<file path="config.mk">
export PLATFORM = sky130hd
export DESIGN_NAME = soc_io_port
export DESIGN_NICKNAME = d
export VERILOG_FILES = /design/src/rtl/soc_io_pkg.sv /design/src/rtl/io_debounce.sv /design/src/rtl/soc_io_port.sv
export SDC_FILE = /design/constraint.sdc
export NUM_CORES = 1
export LEC_CHECK = 0
export BUFFER_PORTS_ARGS = -buffer_cell sky130_fd_sc_hd__buf_4
export CORE_MARGIN = 4
export CORE_UTILIZATION = 25
export DETAILED_ROUTE_END_ITERATION = 8
export GPL_ROUTABILITY_DRIVEN = 1
export PLACE_DENSITY = 0.41
export SETUP_SLACK_MARGIN = 0.05
export SYNTH_ARGS = -nofsm -noshare
export SYNTH_HDL_FRONTEND = slang
export SYNTH_HIERARCHICAL = 1
export SYNTH_SLANG_ARGS = --single-unit
</file>
<file path="constraint.sdc">
create_clock -name clk -period 2.74 [get_ports clk]
set_input_delay 0.822 -clock clk [delete_from_list [all_inputs] [get_ports clk]]
set_output_delay 0.822 -clock clk [all_outputs]
set_load 0.01 [all_outputs]
</file>
<file path="src/rtl/soc_io_pkg.sv">
// Shared constants for the memory-mapped IO port: register offsets,
// STATUS bit positions, debounce state encoding and address helpers.
package soc_io_pkg;

    localparam logic [3:0] OFS_OPR1   = 4'h0;
    localparam logic [3:0] OFS_OPR2   = 4'h4;
    localparam logic [3:0] OFS_RESULT = 4'h8;
    localparam logic [3:0] OFS_STATUS = 4'hC;

    localparam int unsigned STS_OPR1_CHG = 0;
    localparam int unsigned STS_OPR2_CHG = 1;
    localparam int unsigned STS_OPR1_CNT = 2;
    localparam int unsigned STS_OPR2_CNT = 3;

    typedef enum logic {
        ST_STABLE   = 1'b0,
        ST_COUNTING = 1'b1
    } db_state_e;

    // True when the upper address bits match the window base.
    function automatic logic in_window(input logic [27:0] addr_hi, input logic [27:0] base_hi);
        return (addr_hi == base_hi);
    endfunction

    // Word-aligned register offset from the word-select bits.
    function automatic logic [3:0] reg_ofs(input logic [1:0] sel);
        return {sel, 2'b00};
    endfunction

endpackage

</file>
<file path="src/rtl/io_debounce.sv">
// Two-flop synchroniser followed by a per-bank debounce FSM. A new input
// value only commits after it has been seen unchanged for DEBOUNCE_CYCLES
// consecutive samples; any bounce restarts or abandons the count.
module io_debounce
    import soc_io_pkg::*;
#(
    parameter int WIDTH           = 8,
    parameter int DEBOUNCE_CYCLES = 50000,
    parameter int CNT_W           = 16
) (
    input  logic             clk,
    input  logic             reset,
    input  logic [WIDTH-1:0] din,
    output logic [WIDTH-1:0] db,
    output logic             chg,
    output logic             counting
);

    localparam logic [CNT_W-1:0] CNT_LAST = CNT_W'(DEBOUNCE_CYCLES - 1);
    localparam logic [CNT_W-1:0] CNT_ONE  = CNT_W'(1);
    localparam logic [CNT_W-1:0] CNT_ZERO = {CNT_W{1'b0}};

    logic [WIDTH-1:0] s1_r;
    logic [WIDTH-1:0] s2_r;
    logic [WIDTH-1:0] samp_r;
    logic [WIDTH-1:0] db_r;
    logic [CNT_W-1:0] cnt_r;
    logic [CNT_W-1:0] cnt_s;
    logic             chg_r;
    logic             commit_s;
    db_state_e        state_r;
    db_state_e        state_s;

    // Next-state logic: bounce back, restart on mid-count change, commit or count.
    always_comb begin
        state_s  = state_r;
        cnt_s    = cnt_r;
        commit_s = 1'b0;
        case (state_r)
            ST_STABLE: begin
                if (s2_r != db_r) begin
                    state_s = ST_COUNTING;
                    cnt_s   = CNT_ONE;
                end else begin
                    state_s = ST_STABLE;
                    cnt_s   = CNT_ZERO;
                end
            end
            ST_COUNTING: begin
                if (s2_r == db_r) begin
                    state_s = ST_STABLE;
                    cnt_s   = CNT_ZERO;
                end else if (s2_r != samp_r) begin
                    state_s = ST_COUNTING;
                    cnt_s   = CNT_ONE;
                end else if (cnt_r == CNT_LAST) begin
                    state_s  = ST_STABLE;
                    cnt_s    = CNT_ZERO;
                    commit_s = 1'b1;
                end else begin
                    state_s = ST_COUNTING;
                    cnt_s   = cnt_r + CNT_ONE;
                end
            end
            default: begin
                state_s = ST_STABLE;
                cnt_s   = CNT_ZERO;
            end
        endcase
    end

    // Synchroniser chain, FSM state, counter, committed value and change pulse.
    always_ff @(posedge clk) begin
        if (reset) begin
            s1_r    <= {WIDTH{1'b0}};
            s2_r    <= {WIDTH{1'b0}};
            samp_r  <= {WIDTH{1'b0}};
            db_r    <= {WIDTH{1'b0}};
            cnt_r   <= CNT_ZERO;
            chg_r   <= 1'b0;
            state_r <= ST_STABLE;
        end else begin
            s1_r    <= din;
            s2_r    <= s1_r;
            samp_r  <= s2_r;
            db_r    <= commit_s ? s2_r : db_r;
            cnt_r   <= cnt_s;
            chg_r   <= commit_s;
            state_r <= state_s;
        end
    end

    assign db       = db_r;
    assign chg      = chg_r;
    assign counting = (state_r == ST_COUNTING);

endmodule

</file>
<file path="src/rtl/soc_io_port.sv">
// Memory-mapped IO responder beside DMEM: debounced switch banks with
// sticky change flags, and the CPU-written result driving LEDs/seg7.
module soc_io_port
    import soc_io_pkg::*;
#(
    parameter logic [31:0] IO_BASE         = 32'h0000_4000,
    parameter int          DEBOUNCE_CYCLES = 50000,
    parameter int          CNT_W           = 16
) (
    input  logic        clk,
    input  logic        reset,
    input  logic        we,
    input  logic [31:0] ask_addr,
    input  logic [31:0] fetch_addr,
    input  logic [31:0] wdata,
    output logic [31:0] rdata,
    output logic        hit,
    input  logic [7:0]  opr1_in,
    input  logic [7:0]  opr2_in,
    output logic [15:0] result
);

    logic [7:0]  opr1_db_s;
    logic [7:0]  opr2_db_s;
    logic        opr1_chg_s;
    logic        opr2_chg_s;
    logic        opr1_cnt_s;
    logic        opr2_cnt_s;
    logic [15:0] result_r;
    logic [1:0]  flag_r;
    logic [1:0]  clr_s;
    logic        result_we_s;
    logic [31:0] status_s;
    logic        unused_s;

    io_debounce #(.WIDTH(8), .DEBOUNCE_CYCLES(DEBOUNCE_CYCLES), .CNT_W(CNT_W)) u_opr1 (
        .clk      (clk),
        .reset    (reset),
        .din      (opr1_in),
        .db       (opr1_db_s),
        .chg      (opr1_chg_s),
        .counting (opr1_cnt_s)
    );

    io_debounce #(.WIDTH(8), .DEBOUNCE_CYCLES(DEBOUNCE_CYCLES), .CNT_W(CNT_W)) u_opr2 (
        .clk      (clk),
        .reset    (reset),
        .din      (opr2_in),
        .db       (opr2_db_s),
        .chg      (opr2_chg_s),
        .counting (opr2_cnt_s)
    );

    // Write decode: RESULT load enable and STATUS write-one-to-clear mask.
    always_comb begin
        result_we_s = 1'b0;
        clr_s       = 2'b00;
        if (we && in_window(ask_addr[31:4], IO_BASE[31:4])) begin
            result_we_s = (reg_ofs(ask_addr[3:2]) == OFS_RESULT);
            clr_s       = (reg_ofs(ask_addr[3:2]) == OFS_STATUS) ?
                          {wdata[STS_OPR2_CHG], wdata[STS_OPR1_CHG]} : 2'b00;
        end else begin
            result_we_s = 1'b0;
            clr_s       = 2'b00;
        end
    end

    // Result register and sticky change flags; a set beats a same-cycle clear.
    always_ff @(posedge clk) begin
        if (reset) begin
            result_r <= 16'h0000;
            flag_r   <= 2'b00;
        end else begin
            result_r <= result_we_s ? wdata[15:0] : result_r;
            flag_r   <= (flag_r & ~clr_s) | {opr2_chg_s, opr1_chg_s};
        end
    end

    // Combinational read mux on fetch_addr; reads have no side effects.
    always_comb begin
        status_s = 32'h0000_0000;
        status_s[STS_OPR1_CHG] = flag_r[0];
        status_s[STS_OPR2_CHG] = flag_r[1];
        status_s[STS_OPR1_CNT] = opr1_cnt_s;
        status_s[STS_OPR2_CNT] = opr2_cnt_s;
        hit   = in_window(fetch_addr[31:4], IO_BASE[31:4]);
        rdata = 32'h0000_0000;
        if (hit) begin
            case (reg_ofs(fetch_addr[3:2]))
                OFS_OPR1:   rdata = {24'h00_0000, opr1_db_s};
                OFS_OPR2:   rdata = {24'h00_0000, opr2_db_s};
                OFS_RESULT: rdata = {16'h0000, result_r};
                OFS_STATUS: rdata = status_s;
                default:    rdata = 32'h0000_0000;
            endcase
        end else begin
            rdata = 32'h0000_0000;
        end
    end

    assign result   = result_r;
    assign unused_s = ^{ask_addr[1:0], fetch_addr[1:0], wdata[31:16]};

endmodule

</file>
==> results.yml <==
die:
  initial_core_util: 0.255
  die-area_mm2: 0.0238
  fp.dieW_um: 154
  die_h_um: 154
  row_count: 53
  io_pins: 164
  coreArea_mm2: 0.0210
finish:
  antenna_cells: 0
  drive_gt1_frac: 0.358
  syn_to_final_growth_pct: 39.1
  nets: 788
  fin_util: 0.355
  final_cell_mix: "118 x dfxtp_1, 112 x buf_4, 51 x nor2b_1"
  fin_area_mm2: 0.00745
  final_common_cell: "dfxtp_1"
sta:
  finalHoldViolCount: 0
  whs_ns: 0.432
  fmax_ghz: 0.342
  slew-limit-headroom: 0.585
  fin_crit_ns: 2.92
  rsz0062_at_grt: "true"
  worst_slack_ns: -0.184
  tightestPinTransition_ns: 0.622
  slew_violations: 0
  timing.final.crit_share: 1.07
  setup_viol: 17
  clock_skew_ns: 0.00657
  tns_ns: -2.20
drt:
  vias: 4064
  dr.pass1.iters: 4
  wl_per_cell_um: 14.5
  viasPerCell: 4.24
  totalWireLength_mm: 13.9
  drc_errors: 0
  antenna_left: 0
  drtIter0Drc: 120
worst_setup_path:
  worstSetupPathType: "in2out"
  startpoint_type: "primary input"
  worst_path_max_delay_cell: "nor4_4"
  end_kind: "output port"
  worstPathMaxFanout: 8
  max_stage_delay_ns: 0.29
  path_cells: "buf_6, nor4_4, nand3_2, buf_6, nor4_4, buf_6, and2_1, buf_4"
  cp_common_cell: "buf_6"
  crit_family: "simple AND/OR/NAND/NOR gates"
  required_ns: 1.92
  path_buf_inv: 4
  arrival_ns: 2.10
synthesis:
  synth_xor_area_frac: 0.0981
  ys_types: 45
  synth_edf_count: 0
  synth_top_family_by_area: "simple AND/OR/NAND/NOR gates"
  yosys_warnings: 6
  synth_fa_ha_area_frac: 0.00467
  ys.flop_type: "dfxtp_1"
  synth-compound-area-share: 0.0444
  avgSynthCellArea_um2: 10.0
  synth.area.mux_share: 0.0691
  ys_ff_latch: 118
  synthCells: 535
  syn_area_mm2: 0.00536
  async_flop_share: 0
  synth-simple-area-share: 0.292
  ys_seq_area_frac: 0.441
placed_design:
  postPlaceCellArea_mm2: 0.00656
  io_buffers: 127
  hpwlAfterDp_mm: 10.2
  gp_congestion: 0.783
power_and_ir_drop:
  power_switching_w: 0.000937
  power_density_mw_per_mm2: 600
  p_int_w: 0.00354
  vdd_drop_max_uv: 402
  p_leak_nw: 3.01
  switching_share: 0.209
  power_frac_clock: 0.542
  total_power_w: 0.00448
  power_frac_seq: 0.396
  comb_power_share: 0.062
min_path:
  hold_class: "reg2reg"
grt:
  grt_max_degree: 70
  grt_pass1_wl_mm: 22.3
  antenna_found_initial: 0
  grt_pass1_vias: 4211
  overflow: 0
  grt_usage: 0.118
clocking:
  htreeDepth: 4
  cts_tree: "yes"
  cts_buffers: 17
  clk_pin_slew_worst_paths_ns: 0.05
  clock_latency_ns: 0.41
  cts_num_sinks: 118
  clockRootBuffer: "clkbuf_16"
  cts_buffer_depth: 2
status:
  violations: "setup timing"
  status: "finished, violations left"
run:
  cap_violations: 0
final timing paths:
check / startpoint / end / slack (ns) / cells after the start
worst max register to register: u_opr2/cnt_r[13]$_SDFF_PP0_ / u_opr2/db[2]$_SDFFE_PP0P_ / 0.40 / 5
worst min register to register: u_opr1/s1_r[4]$_SDFF_PP0_ / u_opr1/s2_r[4]$_SDFF_PP0_ / 0.43 / 1
worst min-delay path: u_opr1/s1_r[4]$_SDFF_PP0_ / u_opr1/s2_r[4]$_SDFF_PP0_ / 0.43 / 1
worst max-delay path: fetch_addr[28] / rdata[8] / -0.18 / 8
area by class of cell:
cell class	instances	area [um^2]
sequential	118	2360
clock buffer	19	443
multi-input combinational	388	2930
inverter	8	30.0
clock inverter	13	204
timing repair buffer	138	1140
tap	275	344
fill	2108	13600
Yosys cell counts, drive strengths merged, types with 4 or more instances:
cell type	number	share of area
mux2i	4	0.0075
nor2	51	0.036
xor2	28	0.046
or3	4	0.0065
buf	26	0.037
and2b	22	0.034
mux2	16	0.045
clkbuf	10	0.0070
a21oi	26	0.024
nand3	17	0.022
nor4b	4	0.011
nor3	9	0.013
and2	9	0.011
mux4	4	0.017
nand4	11	0.013
nand4b	16	0.026
inv	8	0.0056
nand2	14	0.0098
nor4	15	0.025
nor2b	53	0.062
and4	4	0.0065
xnor2	32	0.052
o21ai	16	0.015
dfxtp	118	0.44
routing by layer:
| layer | global-route usage | vias up | share of wire |
|---|---|---|---|
| met4 | 0.0416 | 0 | 0.014 |
| met3 | 0.0378 | 12 | 0.065 |
| met1 | 0.148 | 1871 | 0.45 |
| met5 | 0 | - | 0 |
| met2 | 0.189 | 113 | 0.47 |
| li1 | - | 2068 | - |
metrics by stage:
stage	setup WS, ns	instances
2_1_floorplan	0.0850	550
3_3_place_gp	-0.339	927
3_5_place_dp	-0.365	927
4_1_cts	-0.188	959
5_1_grt	-0.281	959
6_report	-0.184	959
power groups by stage:
stage	logic (W)	clock network, W	registers [W]
finish	0.000275	0.00243	0.00177
global route	0.000301	0.00258	0.00178
CTS	0.000272	0.00249	0.00177
detailed placement	0.000260	0	0.00181
global placement	0.000257	0	0.00181
floorplan	0.000142	0	0.00180
timing repair:
item                                    CTS  global route
pin swaps                                18             5
endpoints found under the setup margin   17            17
resized for setup                        52             8
buffers inserted                          0             0
hold buffers                              0             0
kinds of logic (layout without fill, tap and decap cells):
logic type,Yosys count,count (layout)
compound gates,46,46
xor+xnor,60,60
fa+ha+maj,2,2
buf+inv,44,178
flops,118,118
mux,24,24
other cells,1,16
simple gates,240,240
worst reg2reg max path, stage by stage (launching register included):
cell and delay, ns:
dfxtp_1 0.33, or4b_1 0.54, or4_4 0.53, nor3_4 0.27, nand3_4 0.21, mux2_4 0.35
Power figures use the tool's default switching activity.
